`src/rtl/sim_finisher_mc.sv`:
```
// sim_finisher_mc: clocked multi-channel simulation finisher.
// Watches NCH report channels, logs every value change through a FIFO with a
// valid/ready drain port, filters done/success, runs an optional cycle
// watchdog and only declares the end of simulation once every pending report
// has been drained.
module sim_finisher_mc #(
    parameter int NCH       = 4,
    parameter int W         = 32,
    parameter int DEPTH     = 8,
    parameter int DONE_HOLD = 2,
    parameter int TIMEOUT   = 0,
    parameter int FINISH_EN = 1
) (
    input  logic             clk,
    input  logic             rst_n,
    input  logic [NCH*W-1:0] report,
    input  logic             success,
    input  logic             done,
    input  logic             log_ready,
    output logic             log_valid,
    output logic [3:0]       log_chan,
    output logic [W-1:0]     log_data,
    output logic [15:0]      coalesced,
    output logic [31:0]      cycle_count,
    output logic             finished,
    output logic             passed,
    output logic             timed_out
);

    localparam int          AW       = (DEPTH > 1) ? $clog2(DEPTH) : 1;
    localparam logic [AW:0] FULL_CNT = (AW + 1)'(DEPTH);
    localparam logic [AW:0] CNT_ONE  = (AW + 1)'(1);
    localparam logic [AW-1:0] PTR_ONE = AW'(1);
    localparam logic [15:0] HOLD_MAX = 16'(DONE_HOLD);
    localparam logic [15:0] HOLD_M1  = 16'(DONE_HOLD - 1);
    // The watchdog fires on the cycle whose edge takes cycle_count to TIMEOUT.
    localparam logic [31:0] TO_M1    = (TIMEOUT == 0) ? 32'd0 : 32'(TIMEOUT - 1);

    localparam logic [1:0] ST_RUN   = 2'd0;
    localparam logic [1:0] ST_DRAIN = 2'd1;
    localparam logic [1:0] ST_FIN   = 2'd2;

    function automatic logic [15:0] sat_add16(input logic [15:0] a, input logic [4:0] b);
        logic [16:0] s;
        s = {1'b0, a} + {12'd0, b};
        return s[16] ? 16'hFFFF : s[15:0];
    endfunction

    function automatic logic [31:0] sat_inc32(input logic [31:0] a);
        return (a == 32'hFFFF_FFFF) ? a : a + 32'd1;
    endfunction

    // Detect stage (p0 = combinational compare, p1 = shadow/pending registers)
    logic [W-1:0]   shadow_p1 [NCH];
    logic [NCH-1:0] pend_p1;
    logic [NCH-1:0] chg_p0;
    logic [NCH-1:0] pop_ch;

    // Push stage (p2 = FIFO)
    logic           any_pend;
    logic           push;
    logic           pop;
    logic [3:0]     sel;
    logic [W-1:0]   push_data;
    logic [4:0]     coal_inc;
    logic [3:0]     chan_mem [DEPTH];
    logic [W-1:0]   data_mem [DEPTH];
    logic [AW-1:0]  wr_ptr;
    logic [AW-1:0]  rd_ptr;
    logic [AW:0]    fifo_cnt;

    // Control
    logic [15:0]    hold_cnt;
    logic           accept;
    logic           wd_fire;
    logic           drain_idle;
    logic           succ_cap;
    logic [1:0]     state;

    // A channel has changed when its input differs from the last recorded value.
    always_comb begin
        for (int c = 0; c < NCH; c++) begin
            chg_p0[c] = (report[c*W +: W] != shadow_p1[c]);
        end
    end

    // Fixed-priority pick of the lowest pending channel and coalesce accounting.
    always_comb begin
        any_pend  = 1'b0;
        sel       = 4'd0;
        push_data = '0;
        for (int c = NCH - 1; c >= 0; c--) begin
            if (pend_p1[c]) begin
                any_pend  = 1'b1;
                sel       = 4'(c);
                push_data = shadow_p1[c];
            end
        end
        push = any_pend && (fifo_cnt != FULL_CNT);
        for (int c = 0; c < NCH; c++) begin
            pop_ch[c] = push && (sel == 4'(c));
        end
        // A change on a channel whose previous value is still waiting (and is
        // not leaving this cycle) overwrites that value.
        coal_inc = 5'd0;
        for (int c = 0; c < NCH; c++) begin
            coal_inc = coal_inc + {4'd0, chg_p0[c] & pend_p1[c] & ~pop_ch[c]};
        end
    end

    assign pop       = log_valid && log_ready;
    assign log_valid = (fifo_cnt != '0);
    assign log_chan  = log_valid ? chan_mem[rd_ptr] : 4'd0;
    assign log_data  = log_valid ? data_mem[rd_ptr] : '0;

    assign accept     = (state == ST_RUN) && done && (hold_cnt >= HOLD_M1);
    assign wd_fire    = (TIMEOUT != 0) && (state == ST_RUN) && (cycle_count == TO_M1);
    assign drain_idle = (pend_p1 == '0) && (fifo_cnt == '0) && (chg_p0 == '0);
    assign finished   = (state == ST_FIN);

    // Capture changed values; a channel stays pending if it changes while being pushed.
    always_ff @(posedge clk or negedge rst_n) begin
        if (!rst_n) begin
            for (int c = 0; c < NCH; c++) begin
                shadow_p1[c] <= '0;
            end
            pend_p1 <= '0;
        end else begin
            for (int c = 0; c < NCH; c++) begin
                if (chg_p0[c]) begin
                    shadow_p1[c] <= report[c*W +: W];
                end
            end
            pend_p1 <= chg_p0 | (pend_p1 & ~pop_ch);
        end
    end

    // FIFO storage; contents are qualified by fifo_cnt so they need no reset.
    always_ff @(posedge clk) begin
        if (push) begin
            chan_mem[wr_ptr] <= sel;
            data_mem[wr_ptr] <= push_data;
        end
    end

    // FIFO pointers and occupancy.
    always_ff @(posedge clk or negedge rst_n) begin
        if (!rst_n) begin
            wr_ptr   <= '0;
            rd_ptr   <= '0;
            fifo_cnt <= '0;
        end else begin
            if (push) begin
                wr_ptr <= wr_ptr + PTR_ONE;
            end
            if (pop) begin
                rd_ptr <= rd_ptr + PTR_ONE;
            end
            case ({push, pop})
                2'b10:   fifo_cnt <= fifo_cnt + CNT_ONE;
                2'b01:   fifo_cnt <= fifo_cnt - CNT_ONE;
                default: fifo_cnt <= fifo_cnt;
            endcase
        end
    end

    // Saturating statistics: overwritten pending values and elapsed cycles.
    always_ff @(posedge clk or negedge rst_n) begin
        if (!rst_n) begin
            coalesced   <= 16'd0;
            cycle_count <= 32'd0;
        end else begin
            coalesced   <= sat_add16(coalesced, coal_inc);
            cycle_count <= sat_inc32(cycle_count);
        end
    end

    // Done hold filter: counts consecutive high cycles, clears on any low cycle.
    always_ff @(posedge clk or negedge rst_n) begin
        if (!rst_n) begin
            hold_cnt <= 16'd0;
        end else if (!done) begin
            hold_cnt <= 16'd0;
        end else if (hold_cnt < HOLD_MAX) begin
            hold_cnt <= hold_cnt + 16'd1;
        end
    end

    // RUN -> DRAIN -> FINISHED; the watchdog takes precedence over a done.
    always_ff @(posedge clk or negedge rst_n) begin
        if (!rst_n) begin
            state     <= ST_RUN;
            succ_cap  <= 1'b0;
            timed_out <= 1'b0;
            passed    <= 1'b0;
        end else begin
            case (state)
                ST_RUN: begin
                    if (wd_fire) begin
                        timed_out <= 1'b1;
                        succ_cap  <= 1'b0;
                        state     <= ST_DRAIN;
                    end else if (accept) begin
                        succ_cap <= success;
                        state    <= ST_DRAIN;
                    end
                end
                ST_DRAIN: begin
                    if (drain_idle) begin
                        passed <= succ_cap & ~timed_out;
                        state  <= ST_FIN;
                    end
                end
                ST_FIN: begin
                    state <= ST_FIN;
                end
                default: begin
                    state <= ST_RUN;
                end
            endcase
        end
    end

`ifndef SYNTHESIS
    logic fin_d;

    // Simulation-only trace of log transfers, verdict line and end of run.
    always @(posedge clk or negedge rst_n) begin
        if (!rst_n) begin
            fin_d <= 1'b0;
        end else begin
            fin_d <= finished;
            if (log_valid && log_ready) begin
                $display("sim_finisher_mc: log ch%0d = 0x%h", log_chan, log_data);
            end
            if (finished && !fin_d) begin
                if (passed) begin
                    $display("sim_finisher_mc: end of simulation at cycle %0d, verdict PASS", cycle_count);
                end else begin
                    $display("sim_finisher_mc: end of simulation at cycle %0d, verdict no-pass (timed_out=%0d)",
                             cycle_count, timed_out);
                end
                if (FINISH_EN != 0) begin
                    $finish;
                end
            end
        end
    end
`endif

endmodule

```
`config.mk`:
```
export PLATFORM = sky130hd
export DESIGN_NAME = sim_finisher_mc
export DESIGN_NICKNAME = d
export VERILOG_FILES = /design/src/rtl/sim_finisher_mc.sv
export SDC_FILE = /design/constraint.sdc
export NUM_CORES = 1
export LEC_CHECK = 0
export CORE_MARGIN = 10
export CORE_UTILIZATION = 47
export DETAILED_ROUTE_END_ITERATION = 16
export PLACE_DENSITY = 0.68
export REMOVE_ABC_BUFFERS = 1
export SYNTH_ARGS = -nofsm -noshare
export SYNTH_HDL_FRONTEND = slang
export SYNTH_SLANG_ARGS = --single-unit
```
`constraint.sdc`:
```
create_clock -name clk -period 9.5 [get_ports clk]
set_clock_uncertainty 0.2 [all_clocks]
set_input_delay 0.95 -clock clk [delete_from_list [all_inputs] [get_ports clk]]
set_output_delay 0.95 -clock clk [all_outputs]
set_load 0.005 [all_outputs]
```
# Word level (Yosys, flattened, before mapping)

Memories as Yosys holds them, arrays and structs flattened.
Cells that the tools add are included.

Memories: 2
Memory bits (writable): 288
Input port bits: 133
Output and inout port bits: 88
Register bits: 210
Memory bits (read-only): 0
Bits in latches: 0
Logic and storage cells: 102

Add/sub/neg operators: 10
Equal/unequal tests: 16
Multiply operators: 0
Divide/modulo/power cells: 0
Shifts and indexed selects: 0
Bitwise operators: 15
Reduce and logical (&&, ||, !) cells: 20
Mux-type cells: 23
Order comparisons: 2

Memories:

| memory   | depth | bits a word | rd ports | clocked after memory_dff | wr ports | RTL line | RTL |
|---|---|---|---|---|---|---|---|
| data_mem | 8     | 32          | 1        | 0                        | 1        | 67       | `logic [W-1:0] data_mem [DEPTH];` |
| chan_mem | 8     | 4           | 1        | 0                        | 1        | 66       | `logic [3:0] chan_mem [DEPTH];` |

Operators by type and width:

| operator                                             | count |
|---|---|
| 2-to-1 mux 32 bit                                    | 5 |
| != test 32 bit                                       | 4 |
| 2-to-1 mux 16 bit                                    | 3 |
| adder 32 x 1 -> 32 bit, second input constant        | 1 |
| equality test 32 bit, second input constant          | 1 |
| adder 16 x 4 -> 17 bit                               | 1 |
| adder 16 x 1 -> 16 bit, second input constant        | 1 |
| >= comparator 16 x 1 -> 1 bit, second input constant | 1 |
| logical NOT 4 bit                                    | 4 |
| < comparator 16 x 2 -> 1 bit, second input constant  | 1 |
| logical AND 1 bit                                    | 10 |
| 2-to-1 mux 2 bit                                     | 5 |
| AND 1 bit                                            | 8 |
| equality test 4 x 2 -> 1 bit, second input constant  | 2 |
| 2-to-1 mux 4 bit                                     | 2 |
| case mux 4 bit (2 select lines)                      | 1 |
| adder 3 x 1 -> 3 bit, second input constant          | 2 |
| 2-to-1 mux 1 bit                                     | 6 |
| case mux 2 bit (3 select lines)                      | 1 |
| AND reduction 2 bit                                  | 3 |
| adder 3 x 1 -> 4 bit                                 | 1 |
| adder 4 x 1 -> 4 bit, second input constant          | 1 |
| AND 4 bit                                            | 1 |
| equality test 2 x 1 -> 1 bit, second input constant  | 2 |
| 14 further kinds                                     | 19 |

# Longest topological paths before layout

Gate-level depths: netlist of the first run.

Depth in word-level cells: 13
Mapped depth: 15
Gate-level depth less buffers: 15

# Worst setup path after synthesis of the first run

No wires, ideal clock.

Path type: input to register
Start point: input report[82]
End point: register coalesced[10]
Setup slack: 5.274 ns
Buffers on the path: 1
Cell stages on the path: 14
Library setup time: 0.083 ns
Arrival time: 3.943 ns
Required time: 9.217 ns
Cell sequence: xnor2_1 > nand4_1 > nor4_1 > a21o_1 > fa_1 > inv_1 > fa_1 > fa_1 > and3_1 > nand3_1 > or2_2 > or3_1 > clkbuf_1 > o21ai_0

Word-level cells in the longest chain between the ends: 7

Ends and longest elaborated chain:

| what                   | RTL line | RTL |
|---|---|---|
| start, declared        | 16       | `input logic [NCH*W-1:0] report,` |
| != test 32 bit         | 83       | `chg_p0[c] = (report[c*W +: W] != shadow_p1[c]);` |
| AND 1 bit (2 in a row) | 107      | `coal_inc = coal_inc + {4'd0, chg_p0[c] & pend_p1[c] & ~pop_ch[c]};` |
| adder 2 x 1 -> 3 bit   | 107      |  |
| adder 3 x 1 -> 4 bit   | 107      |  |
| adder 16 x 4 -> 17 bit | 45       | `s = {1'b0, a} + {12'd0, b};` |
| 2-to-1 mux 16 bit      | 46       | `return s[16] ? 16'hFFFF : s[15:0];` |
| end signal, assigned   | 173      | `coalesced <= sat_add16(coalesced, coal_inc);` |
| end, declared          | 23       | `output logic [15:0] coalesced,` |

Every way passes these cells.
A chain may end at the register's enable or synchronous reset.

# Worst setup path in the final report of the first run

Start point: input report[70]
End point: register coalesced[8]

Same word-level chain as after synthesis.

==> impl_metrics.csv, run 1 <==
group,metric,value,unit
setup_path,critPathCaptureType,"flop",
timing,hold_violations,0,
cells_and_area,multi_input_area,6180,µm²
detailed_routing,post_drt_wl_per_cell,24.2,µm
logic_synthesis,synthSimpleGateAreaFrac,8.03,%
die,coreArea,42900,µm²
cells_and_area,layoutNonFillerInstCount,2138,
die,fp.dieW,228,µm
die,rows,76,
logic_synthesis,yosys_warnings,0,
logic_synthesis,synth_xor_area_share,7.46,%
logic_synthesis,yosys.area.top_type,"edfxtp_1",
cts,ctsHoldBuffers,0,
place,dpl.hpwl,35000,µm
logic_synthesis,synth_area_leaders,"edfxtp_1 (40%), dfrtp_1 (26%), mux4_2 (7.5%)",
setup_path,rrSetupSlack,4570,ps
logic_synthesis,synthAdderAreaFrac,1.19,%
global_routing,grt_max_degree,97,
die,ioPinCount,221,
logic_synthesis,ys_ff_latch,482,
cells_and_area,synthToLayoutAreaGrowth,20.1,%
detailed_routing,via_count,11700,
place,place_congestion,0.819,
cells_and_area,fin_nets,1659,
detailed_routing,drtAntennaViolNets,0,
timing,max_freq,188,MHz
logic_synthesis,synth_area,20300,µm²
detailed_routing,drc,0,
logic_synthesis,syn_inst,1399,
timing,fin_tns_setup,0,ps
pwr,power_density,274,nW/µm²
hold_path,holdCritPathClass,"primary input to asynchronous set/reset pin",
pwr,p_leak,8.92,nW
detailed_routing,vias_per_cell,5.48,
cts,clock_path_buffers,3,
logic_synthesis,synthDominantCellAreaShare,40.2,%
logic_synthesis,ys_top_cells_by_count,"edfxtp_1 (272), dfrtp_1 (210), clkbuf_1 (169)",
setup_path,worstPathMaxFanout,13,
global_routing,antenna_found_initial,9,
logic_synthesis,synthArstFlopShare,43.6,%
cts,cts_made_buffers,50,
status,status,"finished, final reports clean",
timing,setup_violations,0,
pwr,ir_worst_vdd,0.163,mV
detailed_routing,first_iter_violations,836,
cts,post-cts-setup-buffers,0,
cts,cts_resized,0,
logic_synthesis,postSynthAreaPerCell,14.5,µm²
logic_synthesis,synth_seq_area_share,66.0,%
cells_and_area,drive_above_1_share,12.7,%
detailed_routing,first_pass_iters,6,
setup_path,arrival,5620,ps
die,start_util,47.4,%
setup_path,required,9790,ps
logic_synthesis,synth_top_family_by_area,"multiplexers",
global_routing,grt_pass1_wl,78400,µm
global_routing,gr-total-overflow,0,
cts,clkTransAtPathRegs,50,ps
setup_path,r2r_end,"coalesced[8]",
setup_path,startpoint_type,"primary input",
cells_and_area,fin_area,24400,µm²
logic_synthesis,synth_top_flop_cell,"edfxtp_1",
timing,min_period_over_period,56.1,%
logic_synthesis,synth_mux_area_share,9.59,%
setup_path,r2r_cells,13,
die,die-area,52000,µm²
logic_synthesis,synth_edf_count,272,
timing,relSlewSlack,22.7,%
job,cap_violations,0,
timing,hold_ws,209,ps
global_routing,grtUsageTotal,19.8,%
cts,cts-root-buf,"clkbuf_16",
cells_and_area,final-seq-area,13400,µm²
timing,drv_slew,0,
timing,period_needed,5330,ps
cts,clock_sinks,482,
setup_path,rr_startpoint,"shadow_p1[38]",
detailed_routing,drt-total-wl,51700,µm
place,port_buffers,217,
cts,clk_latency,580,ps
place,post_dp_cell_area,22800,µm²
timing,worst_pin_slew,1150,ps
cts,htree_num_levels,2,
logic_synthesis,synth_cell_types,51,
cts,cts_tree,"built",
timing,rsz0062_at_grt,"false",
cells_and_area,fill_cells,3387,
global_routing,grt_pass1_vias,12500,
place,placedCellCount,2042,
logic_synthesis,yosysMostFrequentCell,"edfxtp_1",
logic_synthesis,synth_compound_area_share,3.88,%
die,die_height,228,µm
setup_path,critPathKind,"primary input to flop",
## sequential cells by signal (all words and copies together) (netlist names)
signal and count:
chan_mem 16, coalesced 16, cycle_count 32, data_mem 256, fifo_cnt 4, hold_cnt 16
passed 1, pend_p1 4, rd_ptr 3, shadow_p1 128, state 2, succ_cap 1
wr_ptr 3
## where the power goes
| part | internal (mW) | leakage [nW] | switching, mW |
|---|---|---|---|
| registers | 2.65 | 5.05 | 0.208 |
| clock network | 1.17 | 0.815 | 0.795 |
| logic | 0.935 | 3.06 | 0.926 |
| total | 4.75 | 8.92 | 1.93 |
## routing by layer
layer | wire (µm) | global-route usage [%] | share of wire, % | vias to the layer above
met1 | 21800 | 25.5 | 42 | 6016
met2 | 24400 | 31.6 | 47 | 367
li1 | - | - | - | 5254
met5 | 70 | 0 | 0.14 | -
met3 | 4360 | 7.04 | 8.4 | 67
met4 | 1020 | 4.83 | 2.0 | 12
## cell families (layout without fill, tap and decap cells)
group,count (synthesis),after routing
buffers and inverters,201,349
AO/OA/AOI/OAI,104,104
other,1,7
AND/OR/NAND/NOR,312,312
flip-flops,482,482
multiplexers,109,109
adder cells (fa/ha/maj),17,17
XOR/XNOR,173,173
## final cells by class
type / count / area share, %
tap: 585 / 3.00
clock buffer: 71 / 5.92
sequential: 482 / 55.0
timing repair buffer: 238 / 9.56
multi-input combinational: 718 / 25.3
antenna: 4 / 0.0410
inverter: 19 / 0.292
clock inverter: 21 / 0.851
## stage by stage
step / setup slack [ps] / total power [mW] / util (%)
after floorplan: 4540 / 3.90 / -
after global placement: 3740 / 4.76 / 53.1
after CTS: 4250 / 6.77 / 56.9
final: 4170 / 6.68 / 56.9
after global routing: 4070 / 7.01 / 56.9
after detailed placement: 3610 / 4.80 / 53.1
## how the worst max path moves through the flow
stage / startpoint / depth (start not counted) / endpoint / slack (ps)
floorplan: pend_p1[0] / 3 / chan_mem[0][0] / 4540
CTS: report[70] / 14 / coalesced[8] / 4250
global placement: report[70] / 14 / coalesced[10] / 3740
global route: report[70] / 14 / coalesced[5] / 4070
finish: report[70] / 14 / coalesced[8] / 4170
detailed placement: report[70] / 14 / coalesced[8] / 3610
## cell usage in the layout, fill, tap and decap left out, types with 5 or more instances in the layout
cell / instances
nor2_1: 61
clkinv_2: 8
clkbuf_1: 11
ha_1: 13
and4_1: 6
xnor2_1: 150
mux4_2: 68
clkbuf_16: 53
a221oi_1: 32
or2_2: 5
nand3_1: 15
nand2_1: 73
mux2i_1: 35
a31oi_1: 5
o31ai_1: 33
nand4_1: 47
and3_1: 10
clkinv_1: 6
and2_1: 13
nor2b_1: 36
edfxtp_1: 272
nor2_2: 6
inv_1: 19
clkdlybuf4s50_1: 216
nand2b_1: 7
xor2_1: 23
mux2_2: 6
nor4_1: 16
buf_4: 21
o21a_1: 6
o21ai_0: 11
dfrtp_1: 205
## worst max-delay path, stage by stage
cell             delay, ps
clkdlybuf4s50_1        430
xnor2_1                210
nand4_1                310
nor4_1                1050
a21o_1                 260
fa_1                   410
inv_1                  100
fa_1                   240
fa_1                   230
and3_1                 200
nand3_1                150
or2_2                  350
or3_1                  570
o21ai_0                140
Power figures use the tool's default switching activity.
==> inputs of run 2 (changes only) <==
Clock period 9.5 ns to 5.1 ns, I/O delays scaled along.
==> run 2 against run 1 <==
  * First-iteration DRC count decreased by 1.2%
  * Combinational power increased by 84%
  * Worst setup slack got worse by 3500 ps
  * Critical path depth unchanged
  * Cell count increased by 0.89%
  * Sequential power increased by 90%
  * Utilization increased by 0.27 points
  * Clock-buffer cell count unchanged
  * Critical endpoint is now coalesced[10]
==> impl_metrics.csv, run 2 (synthesis gave the netlist of run 1 again) <==
group,metric,value,unit
setup_path,rr_startpoint,"shadow_p1[125]",
die,start_util,47.4,%
job,cap_violations,0,
cells_and_area,fin_nets,1674,
die,ioPinCount,221,
global_routing,grt_pass1_wl,79300,µm
pwr,power_density,509,nW/µm²
setup_path,rrSetupSlack,700,ps
timing,period_needed,4400,ps
cts,cts_made_buffers,51,
global_routing,grt_max_degree,92,
die,die_height,228,µm
setup_path,r2r_cells,14,
cells_and_area,synthToLayoutAreaGrowth,20.7,%
cts,cts-root-buf,"clkbuf_16",
timing,rsz0062_at_grt,"false",
place,dpl.hpwl,35600,µm
cells_and_area,top_register,"data_mem",
cells_and_area,utilization,57.2,%
die,coreArea,42900,µm²
global_routing,grt_pass1_vias,12600,
cts,post-cts-setup-buffers,0,
timing,relSlewSlack,23.4,%
hold_path,min_path_cells,1,
detailed_routing,post_drt_wl_per_cell,24.4,µm
place,place_congestion,0.863,
cells_and_area,final_common_cell,"edfxtp_1",
setup_path,required,5390,ps
hold_path,hp-start,"report[33]",
detailed_routing,drtAntennaViolNets,0,
hold_path,holdPathEnd,"shadow_p1[65]",
cells_and_area,reg_top3,"data_mem (256), shadow_p1 (128), cycle_count (32)",
cts,cts_tree,"built",
cells_and_area,largest_reg_flops,256,
setup_path,arrival,4690,ps
detailed_routing,first_pass_iters,5,
timing,setup_slack,703,ps
timing,max_freq,227,MHz
cts,clkTransAtPathRegs,60,ps
timing,setup_violations,0,
pwr,p_total,12.5,mW
cells_and_area,mostFrequentLayoutCells,"edfxtp_1 (272), clkdlybuf4s50_1 (216), dfrtp_1 (205)",
setup_path,r2r_end,"coalesced[10]",
global_routing,gr-total-overflow,0,
global_routing,grtUsageTotal,20.0,%
setup_path,startpoint_type,"flop",
detailed_routing,drt-total-wl,52500,µm
timing,worst_pin_slew,1150,ps
cells_and_area,drive_above_1_share,13.1,%
place,port_buffers,217,
detailed_routing,first_iter_violations,826,
setup_path,critPathCaptureType,"flop",
hold_path,holdCritPathClass,"primary input to flop",
pwr,p_leak,8.99,nW
timing,hold_violations,0,
cts,clock_sinks,482,
timing,min_period_over_period,86.2,%
cts,clock_path_buffers,3,
timing,fin_tns_setup,0,ps
pwr,ir_worst_vdd,0.312,mV
setup_path,worstPathMaxFanout,13,
detailed_routing,vias_per_cell,5.54,
place,pre_cts_slack,203,ps
timing,drv_slew,0,
die,fp.dieW,228,µm
die,die-area,52000,µm²
status,status,"finished, final reports clean",
die,rows,76,
setup_path,critPathKind,"flop to flop",
detailed_routing,via_count,11900,
cells_and_area,fill_cells,3379,
cts,clk_latency,590,ps
detailed_routing,drc,0,
global_routing,antenna_found_initial,17,
cts,htree_num_levels,2,
run 2: cell types whose count changed in the layout (fill, tap and decap cells not counted), sizes merged:
cell,previous run,this run
buf,22,35
diode,4,6
bufinv,4,3
clkinv,15,19
dlygate4sd3,0,1
run 2: power by group:
group | switching [mW] | leakage, nW | total, mW | internal [mW]
logic | 1.64 | 3.14 | 3.42 | 1.78
clock network | 1.49 | 0.800 | 3.62 | 2.12
registers | 0.508 | 5.05 | 5.44 | 4.93
run 2: timing repair:
item / 4_1_cts / 5_1_grt
hold endpoints to repair: 81 / 0
hold buffers: 1 / 0
gates resized for setup: 0 / 0
run 2: metrics by stage:
stage | instance area (µm²) | cells | hold WS [ps]
after floorplan | 19600 | 1219 | 14.4
after global placement | 22900 | 2055 | 275
after detailed placement | 22900 | 2055 | 282
after CTS | 24500 | 2151 | 189
after global routing | 24500 | 2153 | 195
final | 24500 | 2157 | 212
run 2: final cells by class:
type | instances | area, µm² | area share (%)
sequential | 482 | 13400 | 54.8
multi-input combinational | 718 | 6180 | 25.2
timing repair buffer | 252 | 2470 | 10.1
clock buffer | 71 | 1440 | 5.89
tap | 585 | 732 | 2.98
clock inverter | 24 | 191 | 0.780
inverter | 19 | 71.3 | 0.291
antenna | 6 | 15.0 | 0.0612
run 2: per-layer routing:
layer	part of all wire [%]	wire (µm)	track usage, %	vias to the layer above
li1	-	-	-	5280
met1	41	21400	25.5	6109
met2	47	24600	31.6	440
met3	9.9	5220	7.64	97
met4	2.3	1210	5.19	22
met5	0.25	133	0	-
run 2: worst max-delay path by stage:
stage,from,endpoint,cells past startpoint
final,shadow_p1[125],coalesced[10],14
after detailed placement,report[29],coalesced[5],15
after global placement,report[29],coalesced[10],15
after CTS,shadow_p1[125],coalesced[10],14
after global routing,shadow_p1[125],coalesced[8],14
after floorplan,pend_p1[0],chan_mem[0][0],3
run 2: worst max-delay path, stage by stage (launching register included):
cell and delay (ps):
dfrtp_1 400, xnor2_1 350, nand4_1 250, nor4_1 470
nand2_1 150, nand3_1 130, fa_1 450, inv_1 110
fa_1 230, fa_1 210, and3_1 190, nand3_1 100
or2_2 320, or3_1 570, o21ai_0 170
==> inputs of run 3 (changes only) <==
Settings changed: CORE_UTILIZATION 47 to 43, MAX_ROUTING_LAYER from default to met4, PLACE_DENSITY 0.68 to 0.64.
==> run 3 against run 2 <==
  * Register-to-register slack improved by 80 ps
  * Global-route usage decreased by 0.61 points
  * Combinational power grew 3%
  * Sequential power fell by 0.9%
  * Fmax is 1.9% higher
  * Via count down 0.48%
  * Hold slack got worse by 3.8 ps
  * Critical path depth unchanged
  * Routed wire length increased by 1.4%
  * Critical path type unchanged
==> impl_metrics.csv, run 3 (synthesis gave the netlist of run 1 again) <==
group,metric,value,unit
cells_and_area,largest_reg_flops,256,
cells_and_area,synthToLayoutAreaGrowth,21.3,%
place,dpl.hpwl,36300,µm
setup_path,critPathKind,"flop to flop",
timing,rsz0062_at_grt,"false",
cells_and_area,drive_above_1_share,13.6,%
setup_path,arrival,4630,ps
cells_and_area,mostFrequentLayoutCells,"edfxtp_1 (272), clkdlybuf4s50_1 (216), dfrtp_1 (205)",
cells_and_area,multi_input_area,6180,µm²
detailed_routing,first_pass_iters,5,
timing,hold_violations,0,
timing,min_period_over_period,84.6,%
die,rows,79,
setup_path,r2r_cells,14,
global_routing,grt_pass1_vias,12500,
hold_path,min_path_cells,1,
status,status,"finished, final reports clean",
detailed_routing,post_drt_wl_per_cell,24.4,µm
cts,cts-root-buf,"clkbuf_16",
global_routing,gr-total-overflow,0,
die,die-area,56400,µm²
cts,htree_num_levels,2,
die,ioPinCount,221,
detailed_routing,drt-total-wl,53300,µm
die,coreArea,46700,µm²
setup_path,rr_startpoint,"shadow_p1[108]",
setup_path,r2r_end,"coalesced[10]",
place,place_congestion,0.847,
cells_and_area,reg_top3,"data_mem (256), shadow_p1 (128), cycle_count (32)",
detailed_routing,drtAntennaViolNets,0,
timing,period_needed,4310,ps
global_routing,grt_max_degree,113,
pwr,ir_worst_vdd,0.285,mV
pwr,p_leak,9.03,nW
place,pre_cts_slack,293,ps
cts,cts_made_buffers,52,
detailed_routing,first_iter_violations,1037,
timing,fin_tns_setup,0,ps
cts,post-cts-setup-buffers,0,
global_routing,grt_pass1_wl,80200,µm
timing,max_freq,232,MHz
cells_and_area,fin_area,24700,µm²
detailed_routing,via_count,11900,
job,cap_violations,0,
cts,clock_sinks,482,
cells_and_area,final-seq-area,13400,µm²
detailed_routing,vias_per_cell,5.44,
detailed_routing,drc,0,
cells_and_area,utilization,52.8,%
timing,worst_pin_slew,1190,ps
setup_path,worstPathMaxFanout,13,
global_routing,antenna_found_initial,11,
setup_path,critPathCaptureType,"flop",
die,start_util,43.6,%
cts,cts_resized,0,
global_routing,grtUsageTotal,19.4,%
cells_and_area,fill_cells,3858,
setup_path,rrSetupSlack,790,ps
hold_path,hp-start,"report[44]",
die,die_height,237,µm
hold_path,holdPathEnd,"shadow_p1[76]",
place,port_buffers,217,
cells_and_area,fin_nets,1676,
hold_path,holdCritPathClass,"primary input to flop",
place,post_dp_cell_area,22900,µm²
timing,setup_slack,786,ps
setup_path,required,5410,ps
cts,clkTransAtPathRegs,60,ps
cells_and_area,top_register,"data_mem",
cts,clock_path_buffers,3,
setup_path,startpoint_type,"flop",
timing,drv_slew,0,
cells_and_area,final_common_cell,"edfxtp_1",
cts,clk_latency,590,ps
cts,cts_tree,"built",
die,fp.dieW,237,µm
timing,relSlewSlack,20.0,%
cts,ctsHoldBuffers,1,
pwr,power_density,512,nW/µm²
timing,setup_violations,0,
## run 3: area by class of cell
class	instances	share of cell area (%)
Clock inverter	23	0.868
Sequential cell	482	54.5
Inverter	19	0.289
Antenna cell	11	0.112
Clock buffer	73	5.97
Multi-Input combinational cell	718	25.1
Tap cell	607	3.08
Timing Repair Buffer	253	10.1
## run 3: worst max path at each step
stage | depth (start not counted) | start | slack, ps | endpoint
2_1_floorplan | 3 | pend_p1[0] | 140 | chan_mem[0][0]
6_report | 14 | shadow_p1[108] | 790 | coalesced[10]
3_3_place_gp | 16 | report[19] | 330 | coalesced[8]
3_5_place_dp | 15 | report[12] | 290 | coalesced[8]
5_1_grt | 14 | shadow_p1[108] | 550 | coalesced[5]
4_1_cts | 14 | shadow_p1[108] | 850 | coalesced[5]
## run 3: metal layers
layer | track usage [%] | vias up | share of wire (%) | wire (µm)
met5 | - | - | 0 | 0
met2 | 29.5 | 452 | 46 | 24500
li1 | - | 5295 | - | -
met3 | 5.37 | 78 | 8.3 | 4420
met4 | 4.86 | 0 | 2.2 | 1150
met1 | 25.4 | 6066 | 44 | 23200
## run 3: metrics by stage
step / std cells / power [mW] / hold WS (ps)
6_report: 2186 / 12.6 / 208
5_1_grt: 2186 / 13.2 / 191
4_1_cts: 2175 / 12.8 / 182
3_5_place_dp: 2078 / 9.05 / 279
3_3_place_gp: 2078 / 8.99 / 274
2_1_floorplan: 1219 / 7.26 / 14.4
## run 3: worst max-delay path, cell delays in order (launching register included)
cell and delay [ps]:
dfrtp_1 390, xnor2_1 390, nand4_1 170, nor4_1 420
nand2_1 150, nand3_1 130, fa_1 430, inv_1 90
fa_1 270, fa_1 240, and3_1 190, nand3_1 120
or2_2 330, or3_1 570, o21ai_0 150
## run 3: where the power goes
part	internal (mW)	total, mW	switching [mW]	leakage, nW
sequential	4.93	5.39	0.461	5.05
clock	2.20	3.71	1.51	0.830
combinational	1.80	3.51	1.71	3.16
total	8.93	12.6	3.69	9.03
